`src/rtl/bram_uart_streamer_if.sv`:
```
// Bus between the BRAM readback streamer, its BRAM read port and the UART transmitter.
// tx_valid/tx_ready: a byte moves on a rising edge with tx_valid & tx_ready; tx_data is held while tx_valid waits.
interface bram_uart_streamer_if #(
   parameter int ADDR_W = 10
);
   logic              start;
   logic [ADDR_W-1:0] addr_b;
   logic [7:0]        data_ram;
   logic [7:0]        tx_data;
   logic              tx_valid;
   logic              tx_ready;
   logic              busy;
   logic              done;
   logic [ADDR_W:0]   byte_count;
   logic [15:0]       checksum;
   logic [2:0]        dbg_state;

   modport master (
      input  start, data_ram, tx_ready,
      output addr_b, tx_data, tx_valid, busy, done, byte_count, checksum, dbg_state
   );

   modport slave (
      output start, data_ram, tx_ready,
      input  addr_b, tx_data, tx_valid, busy, done, byte_count, checksum, dbg_state
   );
endinterface

```
`src/rtl/bram_uart_streamer.sv`:
```
// Sweeps the image BRAM from address 0 to DEPTH-1, streams each byte to the UART
// transmitter, then appends the 16-bit additive checksum of the image, high byte first.
module bram_uart_streamer #(
   parameter int DEPTH    = 1024,
   parameter int ADDR_W   = 10,
   parameter int READ_LAT = 1
) (
   input  logic                clk,
   input  logic                rst,
   bram_uart_streamer_if.master bus
);
   typedef enum logic [2:0] {
      S_IDLE, S_READ, S_SEND, S_CSH, S_CSH_W, S_CSL, S_CSL_W, S_DONE
   } state_t;

   localparam int              WAIT_W   = (READ_LAT < 1) ? 1 : $clog2(READ_LAT + 1);
   localparam logic [ADDR_W:0] LAST_CNT = (ADDR_W + 1)'(DEPTH - 1);
   localparam logic [WAIT_W-1:0] WAIT_END = WAIT_W'(READ_LAT);

   state_t              r_state;
   logic [WAIT_W-1:0]   r_wait;
   logic [ADDR_W-1:0]   r_addr;
   logic [7:0]          r_tx_data;
   logic                r_tx_valid;
   logic                r_busy;
   logic                r_done;
   logic [ADDR_W:0]     r_byte_count;
   logic [15:0]         r_checksum;
   logic                w_xfer;

   assign w_xfer = r_tx_valid & bus.tx_ready;

   always_ff @(posedge clk or posedge rst) begin
      if (rst) begin
         r_state      <= S_IDLE;
         r_wait       <= '0;
         r_addr       <= '0;
         r_tx_data    <= '0;
         r_tx_valid   <= 1'b0;
         r_busy       <= 1'b0;
         r_done       <= 1'b0;
         r_byte_count <= '0;
         r_checksum   <= '0;
      end else begin
         case (r_state)
            S_IDLE: begin
               if (bus.start) begin
                  r_checksum   <= '0;
                  r_byte_count <= '0;
                  r_addr       <= '0;
                  r_wait       <= '0;
                  r_busy       <= 1'b1;
                  r_state      <= S_READ;
               end
            end
            // Data is sampled on the edge after the BRAM pipeline has settled.
            S_READ: begin
               if (r_wait == WAIT_END) begin
                  r_wait     <= '0;
                  r_tx_data  <= bus.data_ram;
                  r_tx_valid <= 1'b1;
                  r_state    <= S_SEND;
               end else begin
                  r_wait <= r_wait + 1'b1;
               end
            end
            S_SEND: begin
               if (w_xfer) begin
                  r_checksum   <= r_checksum + {8'h00, r_tx_data};
                  r_byte_count <= r_byte_count + 1'b1;
                  r_tx_valid   <= 1'b0;
                  if (r_byte_count == LAST_CNT) begin
                     r_state <= S_CSH;
                  end else begin
                     r_addr  <= r_addr + 1'b1;
                     r_state <= S_READ;
                  end
               end
            end
            S_CSH: begin
               r_tx_data  <= r_checksum[15:8];
               r_tx_valid <= 1'b1;
               r_state    <= S_CSH_W;
            end
            S_CSH_W: begin
               if (w_xfer) begin
                  r_tx_valid <= 1'b0;
                  r_state    <= S_CSL;
               end
            end
            S_CSL: begin
               r_tx_data  <= r_checksum[7:0];
               r_tx_valid <= 1'b1;
               r_state    <= S_CSL_W;
            end
            S_CSL_W: begin
               if (w_xfer) begin
                  r_tx_valid <= 1'b0;
                  r_done     <= 1'b1;
                  r_state    <= S_DONE;
               end
            end
            S_DONE: begin
               r_done  <= 1'b0;
               r_busy  <= 1'b0;
               r_addr  <= '0;
               r_state <= S_IDLE;
            end
            default: r_state <= S_IDLE;
         endcase
      end
   end

   assign bus.addr_b     = r_addr;
   assign bus.tx_data    = r_tx_data;
   assign bus.tx_valid   = r_tx_valid;
   assign bus.busy       = r_busy;
   assign bus.done       = r_done;
   assign bus.byte_count = r_byte_count;
   assign bus.checksum   = r_checksum;
   assign bus.dbg_state  = r_state;
endmodule

```
`src/flat_wrapper.sv`:
```
// flat-port wrapper written by rule: the top's interface ports become plain ports
module bram_uart_streamer_flat 
#(
   parameter int DEPTH    = 1024,
   parameter int ADDR_W   = 10,
   parameter int READ_LAT = 1
)
  (clk, rst, bus_start, bus_data_ram, bus_tx_ready, bus_addr_b, bus_tx_data, bus_tx_valid, bus_busy, bus_done, bus_byte_count, bus_checksum, bus_dbg_state);
  bram_uart_streamer_if #(.ADDR_W(ADDR_W)) bus_i ();
  input  logic clk;
  input  logic rst;
  input wire logic [$bits(bus_i.start)-1:0] bus_start;
  input wire logic [$bits(bus_i.data_ram)-1:0] bus_data_ram;
  input wire logic [$bits(bus_i.tx_ready)-1:0] bus_tx_ready;
  output wire logic [$bits(bus_i.addr_b)-1:0] bus_addr_b;
  output wire logic [$bits(bus_i.tx_data)-1:0] bus_tx_data;
  output wire logic [$bits(bus_i.tx_valid)-1:0] bus_tx_valid;
  output wire logic [$bits(bus_i.busy)-1:0] bus_busy;
  output wire logic [$bits(bus_i.done)-1:0] bus_done;
  output wire logic [$bits(bus_i.byte_count)-1:0] bus_byte_count;
  output wire logic [$bits(bus_i.checksum)-1:0] bus_checksum;
  output wire logic [$bits(bus_i.dbg_state)-1:0] bus_dbg_state;
  assign bus_i.start = bus_start;
  assign bus_i.data_ram = bus_data_ram;
  assign bus_i.tx_ready = bus_tx_ready;
  assign bus_addr_b = bus_i.addr_b;
  assign bus_tx_data = bus_i.tx_data;
  assign bus_tx_valid = bus_i.tx_valid;
  assign bus_busy = bus_i.busy;
  assign bus_done = bus_i.done;
  assign bus_byte_count = bus_i.byte_count;
  assign bus_checksum = bus_i.checksum;
  assign bus_dbg_state = bus_i.dbg_state;
  bram_uart_streamer #(.DEPTH(DEPTH), .ADDR_W(ADDR_W), .READ_LAT(READ_LAT)) u_core (.clk(clk), .rst(rst), .bus(bus_i));
endmodule
```
`config.mk`:
```
export PLATFORM = sky130hd
export DESIGN_NAME = bram_uart_streamer_flat
export DESIGN_NICKNAME = d
export VERILOG_FILES = /design/src/rtl/bram_uart_streamer_if.sv /design/src/rtl/bram_uart_streamer.sv /design/src/flat_wrapper.sv
export SDC_FILE = /design/constraint.sdc
export NUM_CORES = 1
export LEC_CHECK = 0
export CORE_MARGIN = 1.5
export CORE_UTILIZATION = 45
export DETAILED_ROUTE_END_ITERATION = 16
export PLACE_DENSITY_LB_ADDON = 0.08
export SETUP_SLACK_MARGIN = 0.02
export SLEW_MARGIN = 25
export SYNTH_ARGS = -nofsm -noshare
export SYNTH_HDL_FRONTEND = slang
export SYNTH_SLANG_ARGS = --single-unit
export TNS_END_PERCENT = 100
```
`constraint.sdc`:
```
create_clock -name clk -period 4.3 [get_ports clk]
set_input_delay 0.86 -clock clk [delete_from_list [all_inputs] [get_ports clk]]
set_output_delay 0.86 -clock clk [all_outputs]
set_load 0.005 [all_outputs]
```
# --- After elaboration in Yosys (flattened, before gate mapping) ---
# Cells that the tools add are included.
totals:
  register_bits: 52
  inputBits: 12
  out_inout_bits: 51
  word_cells: 76
op_classes:
  n_addsub: 4
  eq_ne: 15
  n_mux: 29
  bitwise: 1
  reduce_logical: 18
op_table:
  columns: ["op", "n"]
  rows:
  - ["two-way mux 16 bit", 2]
  - ["case mux 16 bit (2 select lines)", 1]
  - ["two-way mux 10 bit", 3]
  - ["case mux 10 bit (3 select lines)", 1]
  - ["case mux 3 bit (8 select lines)", 1]
  - ["case mux 8 bit (3 select lines)", 1]
  - ["two-way mux 11 bit", 2]
  - ["case mux 11 bit (2 select lines)", 1]
  - ["adder 16 x 8 -> 16 bit", 1]
  - ["two-way mux 3 bit", 5]
  - ["equality test 3 bit (second input constant)", 4]
  - ["adder 11 x 1 -> 11 bit (second input constant)", 1]
  - ["equality test 11 x 10 -> 1 bit (second input constant)", 1]
  - ["adder 10 x 1 -> 10 bit (second input constant)", 1]
  - ["inequality test 2 x 1 -> 1 bit (second input constant)", 5]
  - ["nonzero test 3 bit", 3]
  - ["two-way mux 8 bit", 1]
  - ["AND reduction 2 bit", 4]
  - ["nonzero test 2 bit", 4]
  - ["equality test 3 x 2 -> 1 bit (second input constant)", 2]
  - ["two-way mux 1 bit", 6]
  - ["case mux 1 bit (2 select lines)", 3]
  - ["AND reduction 3 bit", 2]
  - ["AND reduction 5 bit", 1]
  - ["other kinds (10)", 11]

# --- Logic depth before layout (Yosys ltp) ---
logic_depth:
  depth_word: 4
  mapped_depth: 8
  depth_no_buf: 8

# --- Worst setup path after synthesis ---
# OpenSTA, ideal clock, no wires.
synth_timing:
  kind: "input port to flip-flop"
  start: "in bus_start"
  end: "reg u_core.r_checksum[15] (netlist: u_core.bus.checksum[15])"
  setup_time_ns: 0.078
  arrival_ns: 2.190
  required_ns: 4.222
  slack_ns: 2.032
  path_stages: 6
  n_path_buf: 1
  path_cell_list: "or4b_1 buf_2 o21ai_4 nand4_2 or4_1 a21oi_1"
synth_between:
  elab_chain_len: 2
synth_rtl:
  columns: ["element", "line_no", "rtl"]
  rows:
  - ["start, declared", "flat_wrapper.sv:12", "input wire logic [$bits(bus_i.start)-1:0] bus_start;"]
  - ["inequality test 2 bit (no line)", null, null]
  - ["AND reduction 3 bit (no line)", null, null]
  - ["end signal, assigned", "bram_uart_streamer.sv:69", "r_checksum <= r_checksum + {8'h00, r_tx_data};"]
  - ["end, declared", "bram_uart_streamer.sv:28", "logic [15:0] r_checksum;"]
# No other way between the ends.
# A chain may end at the register's enable or synchronous reset.

# --- Worst setup path in the final report ---
layout_timing:
  start: "in bus_start"
  end: "reg u_core.r_addr[8] (netlist: u_core.bus.addr_b[8])"
layout_between:
  elab_chain_len: 2
layout_rtl:
  columns: ["element", "line_no", "rtl"]
  rows:
  - ["inequality test 2 bit (no line)", null, null]
  - ["AND reduction 4 bit (no line)", null, null]
  - ["end signal, assigned", "bram_uart_streamer.sv:75", "r_addr <= r_addr + 1'b1;"]
  - ["end, declared", "bram_uart_streamer.sv:22", "logic [ADDR_W-1:0] r_addr;"]
# No other way between the ends.

==> flow_summary.ini <==
[route]
wire_per_inst_um = 15.53
routed-wl-met2_mm = 3.587
drtIter0Drc = 154
ant_nets = 0
dr.pass1.iters = 4
drc = 0
wl_met3_um = 203
via_per_inst = 5.707
vias = 2671
top_layer_used = met4
wirelength_mm = 7.267
wirelength_met1_mm = 3.446

[clock_network]
ctsHtreeMaxLevel = 2
ctsResizeCount = 0
postCtsSetupBuffers = 0
cts_root_buffer = clkbuf_8
cts_buffers = 5
clock_path_buffers = 2
cts_tree = done
clock_latency_ps = 300
cts_hold_buf = 0
clkTransAtPathRegs_ps = 90
clock_sinks = 52

[sta]
tns_ps = 0
setup_viol = 0
timing.slew.headroom_pct = 35.09
drv_slew = 0
min_period_ps = 2783
finalHoldViolations = 0
finalCritPeriodShare_pct = 64.73
fin_hold_ws_ps = 521.8
skew_ps = 7.922
rsz0062_at_grt = no
fmax_mhz = 359.3
worst_pin_slew_ps = 964.8

[layout]
fin_cells = 468
antenna_cells = 0
area_growth_pct = 25.25
mostFrequentLayoutCell = clkdlybuf4s50_1
final_cell_mix = clkdlybuf4s50_1, dfrtp_1, nand2_1
drive_above_1_share_pct = 4.092
nets = 414

[power_and_ir_drop]
p_leak_nw = 1.560
vdd_ir_drop_max_v = 0.0003565
p_per_area_nw_per_um2 = 481.7
finalPower_mw = 1.800

[synth]
ys_ff_latch = 52
yosysSeqAreaShare_pct = 43.62
syn-cell-area_um2 = 2983
synthFlopType = dfrtp_1
synth_top_area_share_pct = 43.62
synth_top_cell_by_area = dfrtp_1
synthesis.nets = 356
synth_edf_count = 0
ys_warn_count = 0
postSynthAreaPerCell_um2 = 8.958
synthTopCellsByArea = dfrtp_1, o21ai_0, nand2_1
synth_cell_types = 53
ys_async_sr_fraction_pct = 100.0
synthesis.instances = 333

[critical_path]
arrival_ps = 3010
worstPathRequired_ps = 4530
path_class = in -> reg
endpoint_kind = register
path_cells = clkdlybuf4s50_1 > nor4b_4 > buf_4 > a211oi_1 > a21o_1 > or4_1 > a21oi_1
worst_setup_path_start_kind = input pin
critPathBufInv = 2
slowest_stage = clkdlybuf4s50_1
cp_slowest_stage_delay_ps = 560
cp_max_fo = 18
cp_top_family = buffers and inverters

[global_routing]
antenna_found_initial = 0
grt_pass1_wl_mm = 12.18
grt_max_degree = 53
grt-ovfl-total = 0
grt.total_usage_pct = 21.03
grt_pass1_vias = 2498

[floorplan]
io-pin-count = 63
die_width_um = 84.42
initial_utilization_pct = 46.71
fp-row-count = 29
die_area_um2 = 7126
die_h_um = 84.42
core_um2 = 6386

[job]
maxCapViolations = 0

[outcome]
outcome = completed

[hold_path]
hold_class = reg -> reg

[place]
port_buffers = 62
placed_cells_incl_taps = 461
dp.final_hpwl_mm = 5.294
place_congestion = 0.8098
==> sequential cells by signal (all words and copies together), names as in the netlist <==
signal / count
u_core.bus.busy: 1
u_core.bus.checksum: 16
u_core.bus.tx_valid: 1
u_core.bus.dbg_state: 3
u_core.bus.tx_data: 8
u_core.bus.addr_b: 10
u_core.r_wait: 1
u_core.bus.done: 1
u_core.bus.byte_count: 11
==> metal layers <==
layer	GRT usage (%)	vias to the layer above
li1	-	1323
met1	29.11	1302
met2	35.05	44
met3	3.638	2
met4	4.106	0
met5	0	-
==> synthesized netlist by cell type, types with 2 or more instances <==
cell type and n:
ha_1 10, nor2_1 29, o31ai_1 6, or3_1 7, o21a_1 3, nor4_1 2
a21oi_1 18, inv_1 8, o21bai_1 2, a2111oi_0 2, a211oi_1 5, nand2b_1 6
or4_1 4, a32o_1 2, clkbuf_1 6, mux2i_1 2, and2_1 2, a21o_1 5
o21ai_0 37, and3_1 5, buf_2 5, o22ai_1 10, nor3b_1 2, nand2_1 44
a22o_1 5, xor2_1 4, nor3_1 6, xnor2_1 9, dfrtp_1 52, a31oi_1 2
nand3_1 11
==> path summary, 6_finish.rpt <==
check | from | end | slack [ps] | cells past startpoint
max | bus_start | u_core.bus.addr_b[8] | 1520 | 7
min | u_core.bus.done | u_core.bus.done | 520 | 2
max reg2reg | u_core.bus.dbg_state[0] | u_core.bus.addr_b[8] | 1760 | 6
min reg2reg | u_core.bus.done | u_core.bus.done | 520 | 2
max in group asynchronous | rst | u_core.bus.tx_data[7] | 2870 | 2
min in group asynchronous | rst | u_core.bus.byte_count[8] | 1010 | 2
==> worst reg2reg max path: stages (launching register included) <==
cell and delay (ps):
dfrtp_1 710, nor4b_4 390, buf_4 270, a211oi_1 110, a21o_1 310, or4_1 530
a21oi_1 150
==> cells by family (layout without fill, tap and decap cells) <==
family | Yosys count | in the layout | share of synthesized area [%]
DFF | 52 | 52 | 43.62
and+or+nand+nor | 130 | 130 | 22.06
muxes | 2 | 2 | 0.6712
xor gates and xnor gates | 13 | 13 | 3.817
adders and majority gates | 11 | 11 | 4.866
buffers and inverters | 21 | 79 | 2.978
AOI/OAI and AO/OA | 104 | 104 | 21.98
==> through the flow <==
step,cell area (um2),worst slack (ps),utilization [%]
after floorplan,2983,2032,-
after global placement,3656,1294,57.25
after detailed placement,3659,1230,57.29
after CTS,3736,1534,58.50
after global routing,3736,1362,58.50
final,3736,1517,58.50
==> layout make-up <==
class                      count  area, um2
inverter                       8      32.53
multi-input combinational    260       1593
timing repair buffer          64      635.6
fill                         592       2650
clock inverter                 1      5.005
tap                           77      96.34
sequential                    52       1301
clock buffer                   6      72.57
==> where the power goes <==
part	internal [mW]	switching [mW]	leakage, nW
clock network	0.111	0.153	0.0410
logic	0.387	0.401	0.820
registers	0.584	0.162	0.699
Power figures use the tool's default switching activity.
